### config.mk
export PLATFORM = sky130hd
export DESIGN_NAME = axi_boot_copy_master
export DESIGN_NICKNAME = d
export VERILOG_FILES = /design/src/rtl/axi_boot_copy_master.sv
export SDC_FILE = /design/constraint.sdc
export NUM_CORES = 1
export LEC_CHECK = 0
export CAP_MARGIN = 0
export CORE_MARGIN = 1.5
export CORE_UTILIZATION = 65
export CTS_BUF_LIST = sky130_fd_sc_hd__clkbuf_4
export CTS_CLUSTER_SIZE = 28
export DETAILED_ROUTE_END_ITERATION = 7
export PLACE_DENSITY = 0.88
export SLEW_MARGIN = 15
export SYNTH_ARGS = -nofsm -noshare
export SYNTH_HDL_FRONTEND = slang
export SYNTH_SLANG_ARGS = --single-unit
export TNS_END_PERCENT = 1
### constraint.sdc
create_clock -name clk -period 20.8 [get_ports clk]
set_clock_uncertainty 0.1 [all_clocks]
set_input_delay 4.16 -clock clk [delete_from_list [all_inputs] [get_ports clk]]
set_output_delay 4.16 -clock clk [all_outputs]
set_load 0.02 [all_outputs]
### src/rtl/axi_boot_copy_master.sv
// axi_boot_copy_master
//   AXI4 initiator that copies a boot image from the BootROM into main memory.
//   Each chunk is read as one INCR burst into a local buffer and then written
//   back out as one INCR burst. This repeats until num_beats words have been
//   copied. Only one transaction is outstanding at a time, and no burst
//   crosses a 4 KiB boundary.
//
//   Ports:
//     clk, rstn           clock, asynchronous active-low reset
//     start               one-cycle pulse that launches a copy (ignored while busy)
//     src_addr, dst_addr  8-byte aligned byte addresses
//     num_beats           number of 64-bit words to copy
//     busy, done, error   status: busy window, done pulse, sticky error
//     cycle_count         busy-cycle counter (only with AXI_BOOT_COPY_PERF_EN)
//     M_AXI_*             AXI4 master AW/W/B/AR/R channels
//
//   Optional feature macro: AXI_BOOT_COPY_PERF_EN enables cycle_count.
//   When the macro is undefined, cycle_count is tied to zero.

`ifndef C_AXI_L2_ADDR_WIDTH
`define C_AXI_L2_ADDR_WIDTH 32
`endif

module axi_boot_copy_master #(
  parameter int unsigned ADDR_W    = `C_AXI_L2_ADDR_WIDTH,
  parameter int unsigned DATA_W    = 64,
  parameter int unsigned MAX_BURST = 16,
  parameter logic [3:0]  AXI_ID    = 4'h0
) (
  input  logic              clk,
  input  logic              rstn,
  input  logic              start,
  input  logic [ADDR_W-1:0] src_addr,
  input  logic [ADDR_W-1:0] dst_addr,
  input  logic [15:0]       num_beats,
  output logic              busy,
  output logic              done,
  output logic              error,
  output logic [31:0]       cycle_count,
  output logic [3:0]        M_AXI_AWID,
  output logic [ADDR_W-1:0] M_AXI_AWADDR,
  output logic [7:0]        M_AXI_AWLEN,
  output logic [2:0]        M_AXI_AWSIZE,
  output logic [1:0]        M_AXI_AWBURST,
  output logic              M_AXI_AWLOCK,
  output logic [3:0]        M_AXI_AWCACHE,
  output logic [2:0]        M_AXI_AWPROT,
  output logic [3:0]        M_AXI_AWQOS,
  output logic              M_AXI_AWVALID,
  input  logic              M_AXI_AWREADY,
  output logic [DATA_W-1:0] M_AXI_WDATA,
  output logic [DATA_W/8-1:0] M_AXI_WSTRB,
  output logic              M_AXI_WLAST,
  output logic              M_AXI_WVALID,
  input  logic              M_AXI_WREADY,
  input  logic [3:0]        M_AXI_BID,
  input  logic [1:0]        M_AXI_BRESP,
  input  logic              M_AXI_BVALID,
  output logic              M_AXI_BREADY,
  output logic [3:0]        M_AXI_ARID,
  output logic [ADDR_W-1:0] M_AXI_ARADDR,
  output logic [7:0]        M_AXI_ARLEN,
  output logic [2:0]        M_AXI_ARSIZE,
  output logic [1:0]        M_AXI_ARBURST,
  output logic              M_AXI_ARLOCK,
  output logic [3:0]        M_AXI_ARCACHE,
  output logic [2:0]        M_AXI_ARPROT,
  output logic [3:0]        M_AXI_ARQOS,
  output logic              M_AXI_ARVALID,
  input  logic              M_AXI_ARREADY,
  input  logic [3:0]        M_AXI_RID,
  input  logic [DATA_W-1:0] M_AXI_RDATA,
  input  logic [1:0]        M_AXI_RRESP,
  input  logic              M_AXI_RLAST,
  input  logic              M_AXI_RVALID,
  output logic              M_AXI_RREADY
);

  localparam int unsigned IDX_W = (MAX_BURST > 1) ? $clog2(MAX_BURST) : 1;

  typedef enum logic [2:0] {S_IDLE, S_AR, S_R, S_AW, S_W, S_B, S_DONE} state_t;

  state_t            state, state_nx;
  logic [ADDR_W-1:0] src_q, dst_q;
  logic [15:0]       rem_q;
  logic [7:0]        idx_q;
  logic              busy_q, done_q, error_q;
  logic [DATA_W-1:0] buf_mem [MAX_BURST];

  logic              start_acc, last_beat, err_now;
  logic [9:0]        src_room, dst_room;
  logic [16:0]       wide;
  logic [8:0]        chunk;

  // Response IDs are not checked: only one transaction is ever outstanding.
  logic unused_ids;
  assign unused_ids = ^{M_AXI_BID, M_AXI_RID};

  assign start_acc = (state == S_IDLE) && start && !busy_q;

  // Chunk is derived from registered addresses and the remaining count.
  // Those registers change only on the B handshake, so chunk is stable
  // from AR through W without needing its own register.
  always_comb begin
    src_room = 10'((13'h1000 - {1'b0, src_q[11:0]}) >> 3);
    dst_room = 10'((13'h1000 - {1'b0, dst_q[11:0]}) >> 3);
    wide     = {1'b0, rem_q};
    if (wide > 17'(MAX_BURST)) wide = 17'(MAX_BURST);
    if (wide > 17'(src_room))  wide = 17'(src_room);
    if (wide > 17'(dst_room))  wide = 17'(dst_room);
    chunk = 9'(wide);
  end

  assign last_beat = (idx_q == 8'(chunk - 9'd1));
  assign err_now   = error_q || (M_AXI_BVALID && (M_AXI_BRESP != 2'b00));

  // State register
  always_ff @(posedge clk or negedge rstn) begin
    if (!rstn) state <= S_IDLE;
    else       state <= state_nx;
  end

  // Next-state logic
  always_comb begin
    state_nx = state;
    case (state)
      S_IDLE: if (start_acc) state_nx = (num_beats == 16'd0) ? S_DONE : S_AR;
      S_AR:   if (M_AXI_ARREADY) state_nx = S_R;
      S_R:    if (M_AXI_RVALID && last_beat) state_nx = S_AW;
      S_AW:   if (M_AXI_AWREADY) state_nx = S_W;
      S_W:    if (M_AXI_WREADY && last_beat) state_nx = S_B;
      S_B:    if (M_AXI_BVALID)
                state_nx = ((rem_q == 16'(chunk)) || err_now) ? S_DONE : S_AR;
      S_DONE: state_nx = S_IDLE;
      default: state_nx = S_IDLE;
    endcase
  end

  // Outputs decoded from state only, so no VALID depends on a READY.
  always_comb begin
    M_AXI_ARVALID = 1'b0;
    M_AXI_RREADY  = 1'b0;
    M_AXI_AWVALID = 1'b0;
    M_AXI_WVALID  = 1'b0;
    M_AXI_WLAST   = 1'b0;
    M_AXI_BREADY  = 1'b0;
    case (state)
      S_AR: M_AXI_ARVALID = 1'b1;
      S_R:  M_AXI_RREADY  = 1'b1;
      S_AW: M_AXI_AWVALID = 1'b1;
      S_W: begin
        M_AXI_WVALID = 1'b1;
        M_AXI_WLAST  = last_beat;
      end
      S_B:  M_AXI_BREADY  = 1'b1;
      default: ;
    endcase
  end

  // Datapath and status registers
  always_ff @(posedge clk or negedge rstn) begin
    if (!rstn) begin
      src_q   <= '0;
      dst_q   <= '0;
      rem_q   <= '0;
      idx_q   <= '0;
      busy_q  <= 1'b0;
      done_q  <= 1'b0;
      error_q <= 1'b0;
    end else begin
      done_q <= (state == S_DONE);
      if (start_acc)   busy_q <= 1'b1;
      else if (done_q) busy_q <= 1'b0;

      if (start_acc) begin
        src_q   <= src_addr;
        dst_q   <= dst_addr;
        rem_q   <= num_beats;
        error_q <= 1'b0;
      end

      case (state)
        S_AR, S_AW: idx_q <= '0;
        S_R: if (M_AXI_RVALID) begin
          idx_q <= idx_q + 8'd1;
          if ((M_AXI_RRESP != 2'b00) || (M_AXI_RLAST != last_beat)) error_q <= 1'b1;
        end
        S_W: if (M_AXI_WREADY) idx_q <= idx_q + 8'd1;
        S_B: if (M_AXI_BVALID) begin
          src_q <= src_q + ADDR_W'({chunk, 3'b000});
          dst_q <= dst_q + ADDR_W'({chunk, 3'b000});
          rem_q <= rem_q - 16'(chunk);
          if (M_AXI_BRESP != 2'b00) error_q <= 1'b1;
        end
        default: ;
      endcase
    end
  end

  always_ff @(posedge clk) begin
    if ((state == S_R) && M_AXI_RVALID) buf_mem[idx_q[IDX_W-1:0]] <= M_AXI_RDATA;
  end

`ifdef AXI_BOOT_COPY_PERF_EN
  logic [31:0] cyc_q;
  always_ff @(posedge clk or negedge rstn) begin
    if (!rstn)          cyc_q <= '0;
    else if (start_acc) cyc_q <= '0;
    else if (busy_q)    cyc_q <= cyc_q + 32'd1;
  end
  assign cycle_count = cyc_q;
`else
  assign cycle_count = '0;
`endif

  assign busy  = busy_q;
  assign done  = done_q;
  assign error = error_q;

  assign M_AXI_ARID    = AXI_ID;
  assign M_AXI_ARADDR  = src_q;
  assign M_AXI_ARLEN   = 8'(chunk - 9'd1);
  assign M_AXI_ARSIZE  = 3'b011;
  assign M_AXI_ARBURST = 2'b01;
  assign M_AXI_ARLOCK  = 1'b0;
  assign M_AXI_ARCACHE = '0;
  assign M_AXI_ARPROT  = '0;
  assign M_AXI_ARQOS   = '0;

  assign M_AXI_AWID    = AXI_ID;
  assign M_AXI_AWADDR  = dst_q;
  assign M_AXI_AWLEN   = 8'(chunk - 9'd1);
  assign M_AXI_AWSIZE  = 3'b011;
  assign M_AXI_AWBURST = 2'b01;
  assign M_AXI_AWLOCK  = 1'b0;
  assign M_AXI_AWCACHE = '0;
  assign M_AXI_AWPROT  = '0;
  assign M_AXI_AWQOS   = '0;

  assign M_AXI_WDATA   = buf_mem[idx_q[IDX_W-1:0]];
  assign M_AXI_WSTRB   = '1;

endmodule

==> Yosys cells after proc, flatten, opt, wreduce, memory -nomap -nowiden <==
Memories as Yosys holds them, arrays and structs flattened.
Index checks and enable logic that the tools add are counted.
{ "word_totals": {"register_bits": 94, "ramBits": 1024, "out_inout_bits": 235, "elab_cells": 95, "mem_count": 1} }
{ "mem_list": {"columns": ["name", "depth", "width", "rd", "rd_clocked_by_memory_dff", "wr", "line_no", "text"], "rows": [
  ["buf_mem", 16, 64, 1, 0, 1, "88", "logic [DATA_W-1:0] buf_mem [MAX_BURST];"]
]} }
{ "op_classes": {"n_addsub": 7, "magnitude_cmp": 3, "n_eq_ne": 17, "muxes": 40, "reduce_logical": 19} }
{ "op_table": {"columns": ["op", "count"], "rows": [
  ["32-bit 2-to-1 mux", 6],
  ["16-bit 2-to-1 mux", 5],
  ["32-bit by 12-bit adder with 32-bit output", 2],
  ["16-bit by 10-bit > comparator with 1-bit output", 2],
  ["13-bit by 12-bit subtractor with 13-bit output (first input constant)", 2],
  ["3-bit 2-to-1 mux", 8],
  ["8-bit one-hot mux with 3 select lines", 1],
  ["3-bit one-hot mux with 6 select lines", 1],
  ["16-bit by 9-bit == test with 1-bit output", 1],
  ["16-bit by 5-bit > comparator with 1-bit output (second input constant)", 1],
  ["16-bit logical NOT", 1],
  ["8-bit 2-to-1 mux", 2],
  ["2-bit inequality test (second input constant)", 8],
  ["16-bit by 9-bit subtractor with 16-bit output", 1],
  ["1-bit 2-to-1 mux", 15],
  ["3-bit == test (second input constant)", 3],
  ["9-bit 2-to-1 mux", 1],
  ["8-bit by 1-bit adder with 8-bit output (second input constant)", 1],
  ["8-bit == test", 1],
  ["8-bit by 1-bit subtractor with 8-bit output (second input constant)", 1],
  ["3-bit by 2-bit == test with 1-bit output (second input constant)", 2],
  ["1-bit logical AND", 6],
  ["6-bit AND reduction", 1],
  ["2-bit nonzero test", 3],
  ["9 further kinds", 11]
]} }

==> Logic depth before layout (Yosys ltp) <==
{ "depth": {"ltp_word": 13, "ltp_mapped": 37} }

==> Least setup slack after synthesis <==
OpenSTA, ideal clock, no wires.
{ "synth_path": {"path_type": "register to output", "start": "register src_q[4] (netlist: M_AXI_ARADDR[4])", "end": "output port M_AXI_WLAST", "t_arrival_ps": 7138, "slack_ps": 9402, "stages_incl_launch_ff": 32, "n_path_buf": 4, "cell_sequence": "dfrtp_1 or4_1 or4_1 clkbuf_1 nor3_1 nand2b_1 ha_1 nand4_1 or3_1 o211ai_1 buf_6 clkbuf_1 nor2_1 a21oi_1 inv_1 ha_1 nand3_1 o21bai_1 a31oi_1 o21ai_0 clkbuf_8 nor2_1 a21oi_1 inv_1 ha_1 inv_1 o41ai_1 nand2_1 xnor2_2 xnor2_1 nand4_2 nor2_1"} }
{ "synth_via": {"elab_chain_cells": 8} }
{ "synth_rtl": {"columns": ["item", "line_no", "text"], "rows": [
  ["start: declaration", "84", "logic [ADDR_W-1:0] src_q, dst_q;"],
  ["start signal: assignment", "176", "src_q <= src_addr;"],
  ["start signal: assignment", "190", "src_q <= src_q + ADDR_W'({chunk, 3'b000});"],
  ["13-bit by 12-bit subtractor with 13-bit output *", "105", "src_room = 10'((13'h1000 - {1'b0, src_q[11:0]}) >> 3);"],
  ["16-bit by 10-bit > comparator with 1-bit output", "109", "if (wide > 17'(src_room)) wide = 17'(src_room);"],
  ["16-bit 2-to-1 mux *", "109", null],
  ["16-bit by 10-bit > comparator with 1-bit output", "110", "if (wide > 17'(dst_room)) wide = 17'(dst_room);"],
  ["9-bit 2-to-1 mux *", "110", null],
  ["8-bit by 1-bit subtractor with 8-bit output *", null, null],
  ["net M_AXI_ARLEN[0]", "62", "output logic [7:0] M_AXI_ARLEN,"],
  ["8-bit == test *", "114", "assign last_beat = (idx_q == 8'(chunk - 9'd1));"],
  ["1-bit 2-to-1 mux *", "147", "case (state)"],
  ["end: declaration", "53", "output logic M_AXI_WLAST,"]
]} }
Mark *: on every way through the listed nets, which the timed path passes. The rest lies on a longest branch.

==> Worst setup path after layout <==
{ "layout_path": {"start": "register src_q[4] (netlist: M_AXI_ARADDR[4])", "end": "output port M_AXI_WLAST"} }
{ "layout_via": {"elab_chain_cells": 8} }
{ "layout_rtl": {"columns": ["item", "line_no"], "rows": [
  ["13-bit by 12-bit subtractor with 13-bit output *", "105"],
  ["16-bit by 10-bit > comparator with 1-bit output", "109"],
  ["16-bit 2-to-1 mux *", "109"],
  ["16-bit by 10-bit > comparator with 1-bit output", "110"],
  ["9-bit 2-to-1 mux *", "110"],
  ["8-bit by 1-bit subtractor with 8-bit output *", "114"],
  ["8-bit == test *", "114"],
  ["1-bit 2-to-1 mux *", "147"]
]} }
Mark *: on every way between the ends. The rest lies on a longest branch, timed or not.

==> results.yml <==
layout:
  stdcell_count: 4095
  layout-drive-gt1-share_pct: 26.30
  final_nets: 3191
  final_common_cell: "edfxtp_1"
  final_util_pct: 76.24
  area.growth.synth_to_final_pct: 15.48
  fillCellCount: 3821
  final_cell_mix: "edfxtp_1, clkbuf_4, mux4_2"
  fin_area_um2: 53670
setup_path:
  crit_required_ns: 16.54
  critPathKind: "flip-flop to output port"
  cp_data_arrival_time_ns: 9.44
  worst-r2r-cell-count: 29
  r2r_end: "M_AXI_ARADDR[30]$_DFF_PN0_"
  r2r_slack_ns: 11.61
  worstPathMaxFanout: 22
  critPathLaunch: "M_AXI_ARADDR[4]$_DFF_PN0_"
  endpoint_kind: "output port"
  worstSetupStartpointType: "flip-flop"
  cp-endpoint: "M_AXI_WLAST"
  r2r-start: "M_AXI_ARADDR[4]$_DFF_PN0_"
yosys:
  synth_top_family_by_area: "multiplexers"
  synth_compound_area_share_pct: 3.452
  synthFlopType: "edfxtp_1"
  yosys.area_share.adder_pct: 1.529
  yosysWarnings: 0
  syn_inst: 2453
  yosys.area.top_type: "edfxtp_1"
  synth_area_leaders: "edfxtp_1, mux4_2, dfrtp_1"
  ys_seq_elements: 1118
  syn_avg_cell_area_um2: 18.94
  synth-edff-count: 1024
  post_synth_xor_area_fraction_pct: 1.166
  seq_area_frac_synth_pct: 71.23
  yosys.area_share.simple_pct: 3.831
  netlist-cell-type-count: 76
  ys_async_sr_fraction_pct: 8.408
  synth_area_um2: 46470
  synthMuxAreaShare_pct: 15.82
  synth_top_area_share_pct: 66.17
floorplanning:
  die_h_um: 270.4
  die_area_um2: 73110
  core_um2: 70390
  ios: 400
  core.rowCount: 97
  die_w_um: 270.4
  initial_utilization_pct: 66.02
global_routing:
  grt_max_degree: 81
  grt_pass1_wl_um: 173900
  grt.total_usage_pct: 32.92
  antenna_found_initial: 8
  overflow: 0
  first_global_vias: 27620
timing:
  period_minus_slack_ns: 13.70
  finalWorstSetupSlack_ns: 7.104
  fin_setup_tns_ns: 0
  finalCritPeriodShare_pct: 65.84
  drv_slew: 0
  hold_viol_final: 0
  timing.fmax_mhz: 73.02
  relSlewSlack_pct: 17.90
  tightest_slew_ns: 1.228
  rsz0062_at_grt: "false"
  setup_violations: 0
detailed_routing:
  viasPerCell: 6.454
  drt-total-wl_um: 118000
  drc: 0
  drt-initial-drc-count: 3134
  drtAntennaViolNets: 0
  wl_per_cell_um: 28.80
  drt_first_pass_iters: 5
  vias: 26430
clock_network:
  cts_resized: 0
  cts-root-buf: "clkbuf_4"
  cts_max_path_buffers: 4
  cts.hold.buffers_added: 0
  cts_tree: "built"
  numCtsBuffers: 288
  cts.sinks: 1118
  post-cts-setup-buffers: 0
  insertion_delay_ns: 1.11
  htreeDepth: 5
  cts.clk_slew.worst_paths_ns: 0.07
power_and_ir_drop:
  power_density_nw_per_um2: 80.85
  vdd_ir_drop_max_mv: 0.08376
  p_leak_uw: 0.01812
placed_design:
  dp_hpwl_um: 66040
  dp.cells: 3621
  dp_slack_ns: 8.317
  dpl_cell_area_um2: 50330
  port_buffers: 309
  routabilityCongestion: 0.9640
flow_run:
  maxCapViolations: 0
min_path:
  holdPathStages: 1
  hold_class: "flip-flop to flip-flop"
run_status:
  status: "finished, final reports clean"
[logic make-up (layout without fill, tap and decap cells)]
family,count (synthesis),after routing
compound gates,248,248
xor+xnor,61,61
fa+ha+maj,55,55
buf+inv,261,871
flops,1118,1118
mux,331,331
other cells,2,94
simple gates,377,377
[registers in the layout, summed over array words and instances, names as in the netlist]
| name | count |
|---|---|
| buf_mem | 1024 |
| rem_q | 16 |
| state | 3 |
| done | 1 |
| M_AXI_ARADDR | 32 |
| M_AXI_AWADDR | 32 |
| error | 1 |
| busy | 1 |
| idx_q | 8 |
[per-stage QoR]
step	power (µW)	hold WS, ns
2_1_floorplan	2558	0.3590
3_3_place_gp	2611	0.3386
3_5_place_dp	2617	0.3477
4_1_cts	4366	0.4009
5_1_grt	4484	0.4350
6_report	4339	0.3971
[final cells by class]
type	instances	area, µm²	share of cell area (%)
Antenna cell	7	17.52	0.03264
Clock buffer	399	2995	5.581
Clock inverter	68	327.8	0.6108
Inverter	54	202.7	0.3777
Multi-Input combinational cell	1159	12430	23.17
Sequential cell	1118	33120	61.71
Tap cell	940	1176	2.192
Timing Repair Buffer	350	3398	6.332
[how the worst min path moves through the flow]
stage	start	slack [ns]	endpoint
floorplan	rem_q[14]$_DFF_PN0_	0.36	rem_q[14]$_DFF_PN0_
global placement	done$_DFF_PN0_	0.34	busy$_DFFE_PN0P_
detailed placement	done$_DFF_PN0_	0.35	busy$_DFFE_PN0P_
CTS	done$_DFF_PN0_	0.40	busy$_DFFE_PN0P_
global route	done$_DFF_PN0_	0.44	busy$_DFFE_PN0P_
finish	done$_DFF_PN0_	0.40	busy$_DFFE_PN0P_
[layer usage]
layer,vias to the layer above,global-route usage (%),part of all wire (%)
met5,-,0,0.033
met4,6,12.06,3.2
met3,268,7.993,10
met2,1714,57.09,53
met1,13440,40.51,34
li1,11000,-,-
[cell usage after synthesis, types with 39 or more instances]
library cell	number
a21oi_1	57
o21ai_0	47
nand2_1	118
inv_1	53
ha_1	52
xnor2_1	39
buf_4	90
clkbuf_1	87
nor2_1	110
dfrtp_1	94
edfxtp_1	1024
mux4_2	320
[worst max-delay path, stage by stage, from the launching register on]
cell,delay [ns]
dfrtp_1,0.51
or4_1,0.62
or4_1,0.52
nor3_1,0.37
nand2b_1,0.24
ha_1,0.20
nand4_1,0.14
or3_1,0.38
o211ai_1,0.08
buf_4,0.28
mux2_2,0.38
ha_1,0.29
nand3_1,0.10
o21bai_1,0.17
a31oi_1,0.27
o21a_1,0.48
a21oi_1,0.35
inv_1,0.25
ha_1,0.18
inv_1,0.08
o41ai_1,0.82
nand2_1,0.21
xnor2_2,0.22
xnor2_1,0.28
nand4_2,0.19
nor2_1,0.15
clkdlybuf4s50_1,0.61
[power breakdown]
part	switching [µW]	internal, µW
sequential	0.0000538	2450
combinational	74.2	45.4
clock	863	905
total	937	3400
(Power assumes the default switching activity.)
